<file path="src/rtl/block_memory.sv">
// Backing main memory for the direct-mapped cache: 4-byte block reads and
// single-byte writes over a 256-byte array, fixed latencies, RTZ handshake.
module block_memory #(
  parameter int READ_LATENCY  = 4,
  parameter int WRITE_LATENCY = 2
) (
  input  logic        clk,
  input  logic        rst,
  input  logic        MRead_request,
  input  logic        MWrite_request,
  input  logic [7:0]  MAddress,
  input  logic [7:0]  MWrite_data,
  output logic        MRead_ready,
  output logic [31:0] MRead_data,
  output logic        MWrite_done
);

  localparam logic [7:0] RD_LOAD = 8'(READ_LATENCY - 1);
  localparam logic [7:0] WR_LOAD = 8'(WRITE_LATENCY - 1);

  typedef enum logic [1:0] {IDLE, RBUSY, WBUSY, RELEASE} state_t;

  state_t     state, state_nxt;
  logic [7:0] cnt, cnt_nxt;
  logic       last, last_nxt;
  logic       ready_nxt, done_nxt;
  logic       accept_rd, accept_wr, rd_fire, wr_fire;
  logic [7:0] addr_q, wdata_q;
  logic [7:0] mem [256];

  always_comb begin
    state_nxt = state;
    cnt_nxt   = cnt;
    last_nxt  = last;
    ready_nxt = 1'b0;
    done_nxt  = 1'b0;
    accept_rd = 1'b0;
    accept_wr = 1'b0;
    rd_fire   = 1'b0;
    wr_fire   = 1'b0;
    case (state)
      IDLE: begin
        // Read has priority; a concurrent write simply stays pending.
        if (MRead_request) begin
          accept_rd = 1'b1;
          cnt_nxt   = RD_LOAD;
          last_nxt  = 1'b0;
          state_nxt = RBUSY;
        end else if (MWrite_request) begin
          accept_wr = 1'b1;
          cnt_nxt   = WR_LOAD;
          last_nxt  = 1'b1;
          state_nxt = WBUSY;
        end
      end
      RBUSY: begin
        if (cnt != 8'd0) begin
          cnt_nxt = cnt - 8'd1;
        end else begin
          rd_fire   = 1'b1;
          ready_nxt = 1'b1;
          state_nxt = RELEASE;
        end
      end
      WBUSY: begin
        if (cnt != 8'd0) begin
          cnt_nxt = cnt - 8'd1;
        end else begin
          wr_fire   = 1'b1;
          done_nxt  = 1'b1;
          state_nxt = RELEASE;
        end
      end
      RELEASE: begin
        // Only the request just served must return to zero.
        if ((last == 1'b0 && !MRead_request) || (last == 1'b1 && !MWrite_request))
          state_nxt = IDLE;
      end
      default: state_nxt = IDLE;
    endcase
  end

  always_ff @(posedge clk) begin
    if (rst) begin
      state       <= IDLE;
      cnt         <= 8'd0;
      last        <= 1'b0;
      MRead_ready <= 1'b0;
      MWrite_done <= 1'b0;
    end else begin
      state       <= state_nxt;
      cnt         <= cnt_nxt;
      last        <= last_nxt;
      MRead_ready <= ready_nxt;
      MWrite_done <= done_nxt;
    end
  end

  // Latched operands: later address/data changes cannot affect an accepted op.
  always_ff @(posedge clk) begin
    if (accept_rd)
      addr_q <= {MAddress[7:2], 2'b00};
    else if (accept_wr)
      addr_q <= MAddress;
    if (accept_wr)
      wdata_q <= MWrite_data;
  end

  always_ff @(posedge clk) begin
    if (rst) begin
      MRead_data <= 32'd0;
      for (int i = 0; i < 256; i++)
        mem[i] <= 8'(i);
    end else begin
      if (rd_fire)
        MRead_data <= {mem[{addr_q[7:2], 2'b11}], mem[{addr_q[7:2], 2'b10}],
                       mem[{addr_q[7:2], 2'b01}], mem[{addr_q[7:2], 2'b00}]};
      if (wr_fire)
        mem[addr_q] <= wdata_q;
    end
  end

endmodule
</file>
<file path="config.mk">
export PLATFORM = sky130hd
export DESIGN_NAME = block_memory
export DESIGN_NICKNAME = d
export VERILOG_FILES = /design/src/rtl/block_memory.sv
export SDC_FILE = /design/constraint.sdc
export NUM_CORES = 2
export LEC_CHECK = 0
export CORE_UTILIZATION = 68
export DETAILED_ROUTE_END_ITERATION = 16
export MAX_ROUTING_LAYER = met4
export PLACE_DENSITY = 0.89
export REMOVE_ABC_BUFFERS = 1
export SETUP_SLACK_MARGIN = 0.1
export SYNTH_ARGS = -nofsm -noshare
export SYNTH_HDL_FRONTEND = slang
export SYNTH_SLANG_ARGS = --single-unit
</file>
<file path="constraint.sdc">
create_clock -name clk -period 8.4 [get_ports clk]
set_input_delay 2.52 -clock clk [delete_from_list [all_inputs] [get_ports clk]]
set_output_delay 2.52 -clock clk [all_outputs]
set_load 0.005 [all_outputs]
</file>
==> flow_summary_export.csv <==
group,metric,value,unit
pwr,power_switching,0.00926,W
routing,vias_per_cell,7.41,
clocking,cts_setup_buffers,0,
pwr,ir_worst_vdd,0.261,mV
floorplanning,dieWidth,377,um
place,dp_hpwl,159,mm
timing,hold_viol_final,0,
global_routing,grt_usage,39.8,%
clocking,cts_max_level,4,
hold_path,hold_depth,2,
status,outcome,"finished, final reports clean",
clocking,post_cts_resized,0,
setup_path,r2r-start,"addr_q[5]",
routing,drc_errors,0,
logic_synthesis,synth-seq-cells,2109,
setup_path,regToRegSetupSlack,3.50,ns
hold_path,hold_start,"MRead_data[13]",
setup_path,worstSetupStartpointType,"input pin",
place,gp_congestion,0.941,
timing,tns,0,ns
pwr,pwr-share-seq,42.4,%
routing,wl_per_cell,32.5,um
hold_path,min_path_type,"reg -> reg",
global_routing,grt_pass1_wl,399,mm
logic_synthesis,synth.yosys.warnings,0,
logic_synthesis,synth_top_family_by_area,"simple AND/OR/NAND/NOR gates",
setup_path,crit_type,"in -> reg",
timing,tightest_slew,1.31,ns
clocking,path_clk_slew,0.06,ns
logic_synthesis,synth_area,95800,um^2
clocking,cts_hold_buf,0,
setup_path,r2r-end,"mem[164][6]",
clocking,cts_buffers,195,
setup_path,crit_fanout,81,
timing,rsz0062_at_grt,"false",
logic_synthesis,synth_mux_area_share,12.8,%
logic_synthesis,synth_edf_count,2062,
timing,slew_headroom,12.0,%
place,port_buffers,53,
logic_synthesis,synth.yosys.seq_area_share,65.6,%
global_routing,overflow,0,
timing,timing.final.crit_share,63.5,%
cells_and_area,drive_gt1_share,17.6,%
timing,fmax,187,MHz
floorplanning,die_y,377,um
floorplanning,core.rowCount,137,
setup_path,worst_path_dominant_cell_family,"simple AND/OR/NAND/NOR gates",
logic_synthesis,synthFlopType,"edfxtp_1",
floorplanning,die-area,142000,um^2
clocking,cts_root_buffer,"clkbuf_16",
cells_and_area,final_common_cell,"edfxtp_1",
logic_synthesis,synth_cell_types,63,
pwr,swShare,32.8,%
setup_path,reg2reg_depth,7,
timing,fin_ws,3.06,ns
cells_and_area,final_cell_mix,"2062 x edfxtp_1, 565 x nand2_1, 514 x or3_1",
routing,drtAntennaViolNets,0,
global_routing,grt_max_degree,185,
logic_synthesis,synthAdderAreaFrac,0.0914,%
logic_synthesis,ys_async_sr_fraction,0,%
timing,period_needed,5.34,ns
clocking,clockBufferDepth,3,
pwr,power.density,274,nW/um^2
setup_path,cp-end-kind,"flip-flop",
floorplanning,start_util,68.6,%
setup_path,crit_top_cell,"buf_4",
routing,finalWirelength,273,mm
logic_synthesis,synth-simple-area-share,15.8,%
clocking,clock-sinks,2109,
cells_and_area,area_delta_synth_final,7.60,%
cells_and_area,nFillCells,7464,
routing,num_vias,62382,
timing,setup_viol,0,
pwr,p_clk_share,31.1,%
routing,drt_first_iter_violations,11699,
setup_path,path_cells,"buf_8 > nand2b_1 > or3_1 > buf_4 > inv_4 > nand2_2 > buf_4 > nor2_1 > or2_2",
logic_synthesis,syn_inst,6720,
setup_path,critPathArrivalTime,5.86,ns
clocking,clock_latency,0.85,ns
place,pre_cts_slack,2.52,ns
setup_path,cp.required,8.92,ns
run,maxCapViolations,0,
pwr,p_leak,29.6,nW
global_routing,grt_pass1_vias,60610,
cells_and_area,nets,6397,
logic_synthesis,syn_avg_cell_area,14.3,um^2
setup_path,cpMaxStageDelayCell,"nand2_2",
hold_path,min_to,"MRead_data[13]",
logic_synthesis,synth_xor_xnor_area_share,0.0548,%
routing,drtPass1Iterations,10,
setup_path,cpPeakStageDelay,0.59,ns
setup_path,cp.buffers_inverters,4,
clocking,cts_tree,"yes",
timing,slew_violations,0,
logic_synthesis,synth-compound-area-share,2.48,%
floorplanning,ioPinCount,54,
global_routing,antenna_found_initial,4,
pwr,pwr-share-comb,26.4,%
timing,skew,0.0386,ns
pwr,p_int,0.0190,W
floorplanning,core_area,140000,um^2
Yosys cell counts (all sizes together) (3+ instances only):
library cell	instances	area share, %
xor2	6	0.055
a211oi	19	0.15
a22oi	146	1.1
o31a	3	0.027
edfxtp	2062	65
or3	514	3.4
o221ai	8	0.073
nor3	484	2.5
clkbuf	524	2.1
a32oi	3	0.027
or3b	4	0.037
a311oi	15	0.14
mux2i	163	1.7
o22ai	38	0.25
nand4	3	0.020
nand2b	56	0.37
nand3	76	0.41
and3	84	0.55
or2	223	1.5
o2111ai	4	0.037
nor4	16	0.10
nand3b	5	0.039
and2	449	2.9
or4	6	0.047
nand2	585	2.3
nor2b	15	0.098
o211ai	16	0.13
and4	3	0.027
buf	199	1.1
a21oi	47	0.25
inv	11	0.046
dfxtp	47	0.98
a41oi	3	0.027
a22o	7	0.064
nor2	365	1.5
ha	7	0.091
mux4	470	11
o21ai	14	0.073
per-layer routing:
layer	vias up	part of all wire (%)	routed length [um]	GRT usage (%)
met3	1283	16	44500	11.0
met5	-	0	0	-
li1	24659	-	-	-
met4	0	7.7	21000	24.3
met1	30009	30	83000	49.6
met2	6431	46	125000	58.7
worst min-delay path: stages, from the launching register on:
cell and delay, ns:
dfxtp_1 0.31, nor2_1 0.09, nor3_1 0.05
state kept, by name, indices dropped and copies added, names as in the netlist:
name,count
mem,2048
MRead_data,32
MRead_ready,1
wdata_q,8
addr_q,8
MWrite_done,1
state,2
cnt,8
last,1
logic make-up after synthesis:
logic type / Yosys count
mux: 635
fa+ha+maj: 7
flops: 2109
xor+xnor: 6
buf+inv: 734
simple gates: 2895
compound gates: 334
layout make-up:
class	count	area, um^2	share of cell area, %
flip-flops and latches	2109	62900	61.0
multi-input cells	3877	30000	29.1
clock buffers	237	5080	4.93
well taps	1876	2350	2.28
repair buffers	176	1620	1.57
clock inverters	123	1090	1.06
inverters	11	73.8	0.0716
diodes	5	12.5	0.0121
worst max path at each step:
| stage | slack [ns] | to | startpoint | cells after the start |
|---|---|---|---|---|
| 2_1_floorplan | -11.51 | mem[226][0] | addr_q[3] | 4 |
| 3_3_place_gp | 2.66 | mem[173][0] | rst | 7 |
| 3_5_place_dp | 2.52 | mem[166][4] | rst | 9 |
| 4_1_cts | 3.38 | mem[166][7] | rst | 9 |
| 5_1_grt | 3.10 | mem[29][5] | rst | 7 |
| 6_report | 3.06 | mem[102][4] | rst | 9 |
through the flow:
| step | hold WS (ns) | cell area, um^2 | util [%] | instances | power (W) |
|---|---|---|---|---|---|
| after global placement | 0.477 | 96900 | 69.4 | 8049 | 0.0190 |
| after global routing | 0.517 | 103000 | 73.8 | 8411 | 0.0286 |
| final | 0.495 | 103000 | 73.8 | 8414 | 0.0282 |
| after floorplan | 0.459 | 92800 | - | 5997 | 0.0173 |
| after detailed placement | 0.486 | 96900 | 69.4 | 8049 | 0.0192 |
| after CTS | 0.498 | 103000 | 73.8 | 8409 | 0.0278 |
power by group through the flow:
stage / Sequential, W / Clock, W / Combinational, W
detailed placement: 0.0122 / 0 / 0.00700
global route: 0.0120 / 0.00908 / 0.00752
finish: 0.0120 / 0.00879 / 0.00747
global placement: 0.0122 / 0 / 0.00682
floorplan: 0.0128 / 0 / 0.00449
CTS: 0.0120 / 0.00871 / 0.00710
No activity file was read; power rests on OpenSTA's default activity.
